--- config.mk ---
export PLATFORM = sky130hd
export DESIGN_NAME = spi_master_byte
export DESIGN_NICKNAME = d
export VERILOG_FILES = /design/src/rtl/spi_master_byte.sv
export SDC_FILE = /design/constraint.sdc
export NUM_CORES = 1
export LEC_CHECK = 0
export BUFFER_PORTS_ARGS = -buffer_cell sky130_fd_sc_hd__buf_4
export CORE_MARGIN = 1
export CORE_UTILIZATION = 40
export DETAILED_ROUTE_END_ITERATION = 8
export GPL_TIMING_DRIVEN = 0
export SLEW_MARGIN = 10
export SYNTH_ARGS = -nofsm -noshare
export SYNTH_HDL_FRONTEND = slang
export SYNTH_SLANG_ARGS = --single-unit
--- constraint.sdc ---
create_clock -name clk -period 5.39 [get_ports clk]
set_input_delay 0 -clock clk [delete_from_list [all_inputs] [get_ports clk]]
set_output_delay 0 -clock clk [all_outputs]
set_load 0.005 [all_outputs]
--- src/rtl/spi_master_byte.sv ---
// SPI mode-0 byte master: MSB first, valid/ready byte stream in,
// tx_last closes the message and releases SSEL.
module spi_master_byte #(
    parameter int CLK_DIV  = 4,
    parameter int CS_SETUP = 2,
    parameter int CS_HOLD  = 2,
    parameter int CS_IDLE  = 2
) (
    input  logic       clk,
    input  logic       rst_n,
    input  logic [7:0] tx_data,
    input  logic       tx_last,
    input  logic       tx_valid,
    output logic       tx_ready,
    output logic [7:0] rx_data,
    output logic       rx_valid,
    output logic       busy,
    output logic       SCK,
    output logic       MOSI,
    input  logic       MISO,
    output logic       SSEL
);

    typedef enum logic [2:0] {
        IDLE, SETUP, LOW, HIGH, NEXT, HOLD, GAP
    } state_e;

    localparam logic [15:0] DIV_END   = 16'(CLK_DIV - 1);
    localparam logic [15:0] SETUP_END = 16'(CS_SETUP - 1);
    localparam logic [15:0] HOLD_END  = 16'(CS_HOLD - 1);
    localparam logic [15:0] IDLE_END  = 16'(CS_IDLE - 1);

    state_e      state_q, state_d;
    logic [15:0] cnt_q, cnt_d;
    logic [2:0]  bit_q, bit_d;
    logic [7:0]  tx_sh_q, tx_sh_d;
    logic [7:0]  rx_sh_q, rx_sh_d;
    logic [7:0]  rx_data_q, rx_data_d;
    logic        last_q, last_d;
    logic        rx_valid_q, rx_valid_d;
    logic        busy_q, busy_d;
    logic        tx_ready_q, tx_ready_d;
    logic        sck_q, sck_d;
    logic        mosi_q, mosi_d;
    logic        ssel_q, ssel_d;
    logic        xfer;

    assign xfer = tx_valid & tx_ready_q;

    always_comb begin
        state_d    = state_q;
        cnt_d      = cnt_q + 16'd1;
        bit_d      = bit_q;
        tx_sh_d    = tx_sh_q;
        rx_sh_d    = rx_sh_q;
        rx_data_d  = rx_data_q;
        last_d     = last_q;
        rx_valid_d = 1'b0;
        sck_d      = sck_q;
        mosi_d     = mosi_q;
        ssel_d     = ssel_q;
        unique case (state_q)
            IDLE: begin
                cnt_d = 16'd0;
                if (xfer) begin
                    tx_sh_d = tx_data;
                    last_d  = tx_last;
                    mosi_d  = tx_data[7];
                    ssel_d  = 1'b0;
                    bit_d   = 3'd0;
                    state_d = SETUP;
                end
            end
            SETUP: begin
                if (cnt_q == SETUP_END) begin
                    cnt_d   = 16'd0;
                    state_d = LOW;
                end
            end
            LOW: begin
                if (cnt_q == DIV_END) begin
                    cnt_d   = 16'd0;
                    sck_d   = 1'b1;
                    rx_sh_d = {rx_sh_q[6:0], MISO};
                    state_d = HIGH;
                end
            end
            HIGH: begin
                if (cnt_q == DIV_END) begin
                    cnt_d = 16'd0;
                    sck_d = 1'b0;
                    bit_d = bit_q + 3'd1;
                    if (bit_q == 3'd7) begin
                        rx_data_d  = rx_sh_q;
                        rx_valid_d = 1'b1;
                        state_d    = last_q ? HOLD : NEXT;
                    end else begin
                        tx_sh_d = {tx_sh_q[6:0], 1'b0};
                        mosi_d  = tx_sh_q[6];
                        state_d = LOW;
                    end
                end
            end
            NEXT: begin
                cnt_d = 16'd0;
                if (xfer) begin
                    tx_sh_d = tx_data;
                    last_d  = tx_last;
                    mosi_d  = tx_data[7];
                    state_d = LOW;
                end
            end
            HOLD: begin
                if (cnt_q == HOLD_END) begin
                    cnt_d   = 16'd0;
                    ssel_d  = 1'b1;
                    state_d = GAP;
                end
            end
            GAP: begin
                if (cnt_q == IDLE_END) begin
                    cnt_d   = 16'd0;
                    state_d = IDLE;
                end
            end
            default: state_d = IDLE;
        endcase
        busy_d = (state_d != IDLE);
        // First NEXT cycle carries rx_valid, so acceptance waits one cycle.
        tx_ready_d = (state_d == IDLE)
                   || (state_d == NEXT && state_q == NEXT);
    end

    always_ff @(posedge clk) begin
        if (!rst_n) begin
            state_q    <= IDLE;
            cnt_q      <= 16'd0;
            bit_q      <= 3'd0;
            tx_sh_q    <= 8'h00;
            rx_sh_q    <= 8'h00;
            rx_data_q  <= 8'h00;
            last_q     <= 1'b0;
            rx_valid_q <= 1'b0;
            busy_q     <= 1'b0;
            tx_ready_q <= 1'b0;
            sck_q      <= 1'b0;
            mosi_q     <= 1'b0;
            ssel_q     <= 1'b1;
        end else begin
            state_q    <= state_d;
            cnt_q      <= cnt_d;
            bit_q      <= bit_d;
            tx_sh_q    <= tx_sh_d;
            rx_sh_q    <= rx_sh_d;
            rx_data_q  <= rx_data_d;
            last_q     <= last_d;
            rx_valid_q <= rx_valid_d;
            busy_q     <= busy_d;
            tx_ready_q <= tx_ready_d;
            sck_q      <= sck_d;
            mosi_q     <= mosi_d;
            ssel_q     <= ssel_d;
        end
    end

    assign tx_ready = tx_ready_q;
    assign rx_data  = rx_data_q;
    assign rx_valid = rx_valid_q;
    assign busy     = busy_q;
    assign SCK      = sck_q;
    assign MOSI     = mosi_q;
    assign SSEL     = ssel_q;

endmodule

* Word level (Yosys, flattened, before mapping)
Index checks and enable logic that the tools add are counted.
Operators by class: $add $sub $neg 2, equal/unequal tests 16, mux-type cells 31, bitwise logic cells 1, reductions and logical operators 20
Operators by type and width (number):
- $pmux W16 S3 | 1
- $mux W16 | 2
- $mux W3 | 10
- $mux W7 | 3
- $pmux W3 S7 | 1
- $add A16 B1 Y16 const B | 1
- $eq A16 B1 Y1 const B | 1
- $eq A16 B2 Y1 const B | 1
- $eq A3 B3 Y1 const B | 5
- $reduce_and A3 Y1 | 5
- $pmux W7 S2 | 1
- $ne A2 B2 Y1 const B | 5
- $mux W1 | 9
- $reduce_bool A2 Y1 | 4
- $eq A3 B2 Y1 const B | 2
- $logic_not A3 Y1 | 2
- $pmux W1 S2 | 3
- $pmux W3 S2 | 1
- $reduce_and A2 Y1 | 2
- $reduce_and A4 Y1 | 1
- $reduce_or A2 Y1 | 2
- $add A3 B1 Y3 const B | 1
- $eq A3 B1 Y1 const B | 1
- $reduce_bool A3 Y1 | 1
- other kinds (5) | 5
Word-level totals: flip-flop bits (word level) 52, output and inout port bits 14

* Depth between registers and ports, before layout
word-level depth 7, depth in mapped cells 9

* Least setup slack after synthesis
Ideal clock, no wire load.
kind reg2reg, start register cnt_q[0], end register rx_sh_q[0], library setup time 0.128 ns, data arrival time 1.804 ns, required time 5.262 ns, path slack 3.459 ns, cell stages (with the launch flop) 7, path buffers 0, clock period less this slack 1.931 ns, cells stage by stage dfxtp_1 ha_1 nor3b_1 nand4_4 nor3_4 mux2i_1 nor2_1
Between the ends: word-level cells in the longest chain between the ends 2
RTL lines:
- start: declaration | RTL line 34 | logic [15:0] cnt_q, cnt_d;
- start signal: assignment | RTL line 151 | cnt_q <= cnt_d;
- $eq A16 B2 Y1 | RTL line 81 | if (cnt_q == DIV_END) begin
- $reduce_and A2 Y1 (no line)
- end signal: assignment | RTL line 154 | rx_sh_q <= rx_sh_d;
- end: declaration | RTL line 37 | logic [7:0] rx_sh_q, rx_sh_d;
No other way between the ends. A chain may end at the register's enable or synchronous reset.

* Worst setup path after layout
start register cnt_q[0], end register tx_sh_q[0]
Between the ends: word-level cells in the longest chain between the ends 3
RTL lines:
- $eq A16 B2 Y1 | RTL line 89 | if (cnt_q == DIV_END) begin
- $ne A2 B2 Y1 (no line)
- $reduce_and A4 Y1 (no line)
- end signal: assignment | RTL line 153 | tx_sh_q <= tx_sh_d;
- end: declaration | RTL line 36 | logic [7:0] tx_sh_q, tx_sh_d;
No other way between the ends.

==> results.md <==
* Status: complete, no violations
* Data required time of the worst path at 5.57 ns
* Net switching fraction of the power at 28.27%
* Overall Global Routing Usage at 15.59%
* Actual transition at the worst max-transition pin at 0.6284 ns
* Overflow after GRT at 0
* Number of synthesized flops with an enable pin at 0
* Placed cell areas at 2606 um2
* Share of final-layout standard cells stronger than drive strength 1 at 20.43%
* Uppermost metal layer occupied by signal nets: met4
* Part of the Yosys area used for sequential elements at 44.71%
* Routed length per placed instance at 12.08 um
* Post-Synthesis Cells at 243
* Initial cell density of the core at 41.77%
* Commonest cells in the netlist: 52 x dfxtp_1, 43 x nor2_1, 25 x mux2i_1
* Quantity of hold-fixing buffers added after cts at 3
* Top_reg_cell synth: dfxtp_1
* Synth-to-layout area growth at 18.16%
* Clock-pin slew of the registers on the worst-case setup and hold paths at 0.10 ns
* Worst max-slew margin expressed relative to the limit at 57.86%
* Async set-reset flop share out of synthesis at 0%
* Hold path cells at 3
* Final period util at 41.32%
* IO Port Bufs at 25
* Number of cells on the worst reg-to-reg path at 6
* Worst-path cell with the longest stage delay: dfxtp_1
* Number of max-slew violations in the final report at 0
* Flop pwr share at 46.9%
* Clock tree from TritonCTS: done
* Synthesized area per cell at 9.582 um2
* Hold worst-path end: tx_sh_q[3]
* Clock period minus worst slack at 2.227 ns
* Dominant cell by count in the synthesized netlist: dfxtp_1
* Wire length on met1 at 2.167 mm
* Area fraction of the dominant cell type after synthesis at 44.71%
* Final routed DRC violation total at 0
* Number of core rows at 27
* Areal power density over the cells at 334.0 nW/um2
* Max Cap Violations at 0
* Worst R2R End: tx_sh_q[0]
* Crit Path Class: reg -> reg
* CP Max Fanout at 8
* Start point of the worst hold path: rst_n
* Portion of total power attributed to combinational logic at 23.4%
* Number of hold violations in the final report at 0
* Final clock skew at 0.003025 ns
* DR WL met3 at 144 um
* Final wirelength at 4.240 mm
* Die area at 6130 um2
* Worst path cell trace: ha_1 -> nor3b_1 -> and4_1 -> nand3_1 -> o2bb2ai_2 -> mux2i_1
* Final weighted congestion in routability-driven placement at 0.8268
* H-tree depth at 2
* Sum of met2 wire segment lengths after detailed routing at 1.847 mm
* Post-synthesis net count at 260
* Y dimension of the die at 78.30 um
* Initial antenna violation count at 0
* Flops & latches, synth at 52
* Number of nets in the finished design at 295
* Largest vdd supply drop at 154.5 uV
* Cell accounting for the most synthesized area: dfxtp_1
* First-pass GRT wire length at 7.479 mm
* Length of the first detailed-routing pass in iterations at 4
* Arrival time reported for the critical path endpoint at 2.41 ns
* Share of power burned in the clock network at 29.7%
* DR vias at 1736
* Antenna-violating nets left at 0
* Worst reg2reg path startpoint: cnt_q[0]
* Number of global-route vias before repair at 1649
* Number of different library cells in the post-synthesis netlist at 39
* Total core area at 5574 um2
* Clock buffer count from CTS at 5
* Root Buffer: clkbuf_8
* Startpoint types: flip-flop
* TritonCTS Sinks at 52
* Number of failing setup endpoints in the final timing report at 0
* Type of destination of the critical path: flip-flop
* Crit-path max cell delay at 0.41 ns
* Final design area excluding fillers at 2751 um2
* Max Freq at 449.0 MHz
* Leak at 1.044 nW
* Maximum number of buffers from clock root to sink at 2
* Dominant cells by area after synthesis: dfxtp_1 45%, mux2i_1 11%, nor2_1 6.9%
* Synthesized area at 2328 um2
* Count of warnings emitted by yosys at 0
* Setup repair after global routing missed its margin: false
* Clk_lat worst skew at 0.31 ns
* TNS Setup at 0 ns
* Via count normalized by instance count at 4.946
* HPWL Detailed at 2.998 mm
* Internal power component at 659.2 uW
* Count of cells resized by post-cts repair at 0
* Flop2flop setup slack at 3.16 ns
* Type of the tightest min-delay check: in -> reg
* Post-CTS setup repair buffer count at 0
* Total net switching power at 259.8 uW
* Maximum number of pins on one net before global-route repair at 18
* DIE WIDTH at 78.30 um
* # IOs at 27
* Starting DRC count in detailed routing at 62
* Total inserted antenna cells at 0
metal layers:
metal  up-vias  track usage [%]
met4         0            7.222
met5         -                0
met2        21            24.04
met3         5            4.302
met1       807            20.14
li1        903                -
cell type report:
cell class	instances	area [um2]
buffer	10	65.06
clock buffer	5	68.82
clock inverter	3	46.29
fill	564	2823
inverter	4	15.01
multi-input combinational	177	1207
sequential	52	1041
tap	72	90.09
timing repair buffer	28	217.7
registers in the layout, indices dropped and copies added, names as in the netlist:
register  cells
tx_sh_q       7
state_q       3
SCK           1
rx_valid      1
cnt_q        16
last_q        1
tx_ready      1
rx_sh_q       8
SSEL          1
busy          1
MOSI          1
rx_data       8
bit_q         3
cell usage in the layout (no fill, tap or decap), types with 2 or more instances in the layout:
cell type / netlist / final
dfxtp_1: 52 / 52
nor2_1: 43 / 43
buf_4: 1 / 26
mux2i_1: 25 / 25
nand2_1: 21 / 21
nand3_1: 16 / 16
xor2_1: 9 / 9
mux2_2: 8 / 8
a21oi_1: 5 / 5
xnor2_1: 5 / 5
clkbuf_8: 0 / 5
buf_2: 4 / 4
nor3b_1: 4 / 4
nor3_1: 4 / 4
o21ai_0: 4 / 4
ha_1: 4 / 4
inv_1: 3 / 3
clkbuf_1: 3 / 3
nor4_4: 3 / 3
nand4_1: 3 / 3
and3_1: 3 / 3
dlygate4sd3_1: 0 / 3
nand2b_1: 2 / 2
nor2_2: 2 / 2
and4_1: 2 / 2
nand3b_1: 2 / 2
power by group through the flow:
stage               sequential (mW)  clock (mW)  combinational, mW
floorplan                     0.437           0              0.160
global placement              0.439           0              0.216
detailed placement            0.439           0              0.215
CTS                           0.431       0.282              0.218
global route                  0.435       0.298              0.239
finish                        0.431       0.273              0.215
how the worst max path moves through the flow:
stage,slack (ns),endpoint,from,cells after the start
finish,3.16,tx_sh_q[0],cnt_q[0],6
global route,2.90,busy,cnt_q[0],7
CTS,3.16,tx_sh_q[0],cnt_q[0],6
detailed placement,3.19,cnt_q[3],cnt_q[0],8
global placement,3.21,tx_sh_q[0],cnt_q[0],6
floorplan,3.46,rx_sh_q[0],cnt_q[0],6
cells by family (layout without fill, tap and decap cells):
group / Yosys count / after routing / share of synthesized area (%)
simple gates: 111 / 111 / 25.52
flops: 52 / 52 / 44.71
compound gates: 15 / 15 / 4.299
buf+inv: 14 / 50 / 3.439
fa+ha+maj: 4 / 4 / 2.149
xor+xnor: 14 / 14 / 5.266
mux: 33 / 33 / 14.62
worst max-delay path, delay by kind of cell, from the launching register on:
family          cells  cell delay, ns
flops               1            0.41
mux                 1            0.17
compound gates      1            0.32
fa+ha+maj           1            0.26
simple gates        3            0.93
per-stage QoR:
step / utilization [%] / power (mW) / std cells / hold WS (ns) / setup WS [ns]
after CTS: 49.36 / 0.9308 / 351 / 0.02476 / 3.156
after detailed placement: 46.76 / 0.6547 / 340 / 0.2439 / 3.194
final: 49.36 / 0.9190 / 351 / 0.02867 / 3.163
after global placement: 46.76 / 0.6551 / 340 / 0.2371 / 3.206
after global routing: 49.36 / 0.9727 / 351 / 0.04382 / 2.901
after floorplan: - / 0.5975 / 243 / 0.1439 / 3.459
No activity file was read; power rests on OpenSTA's default activity.
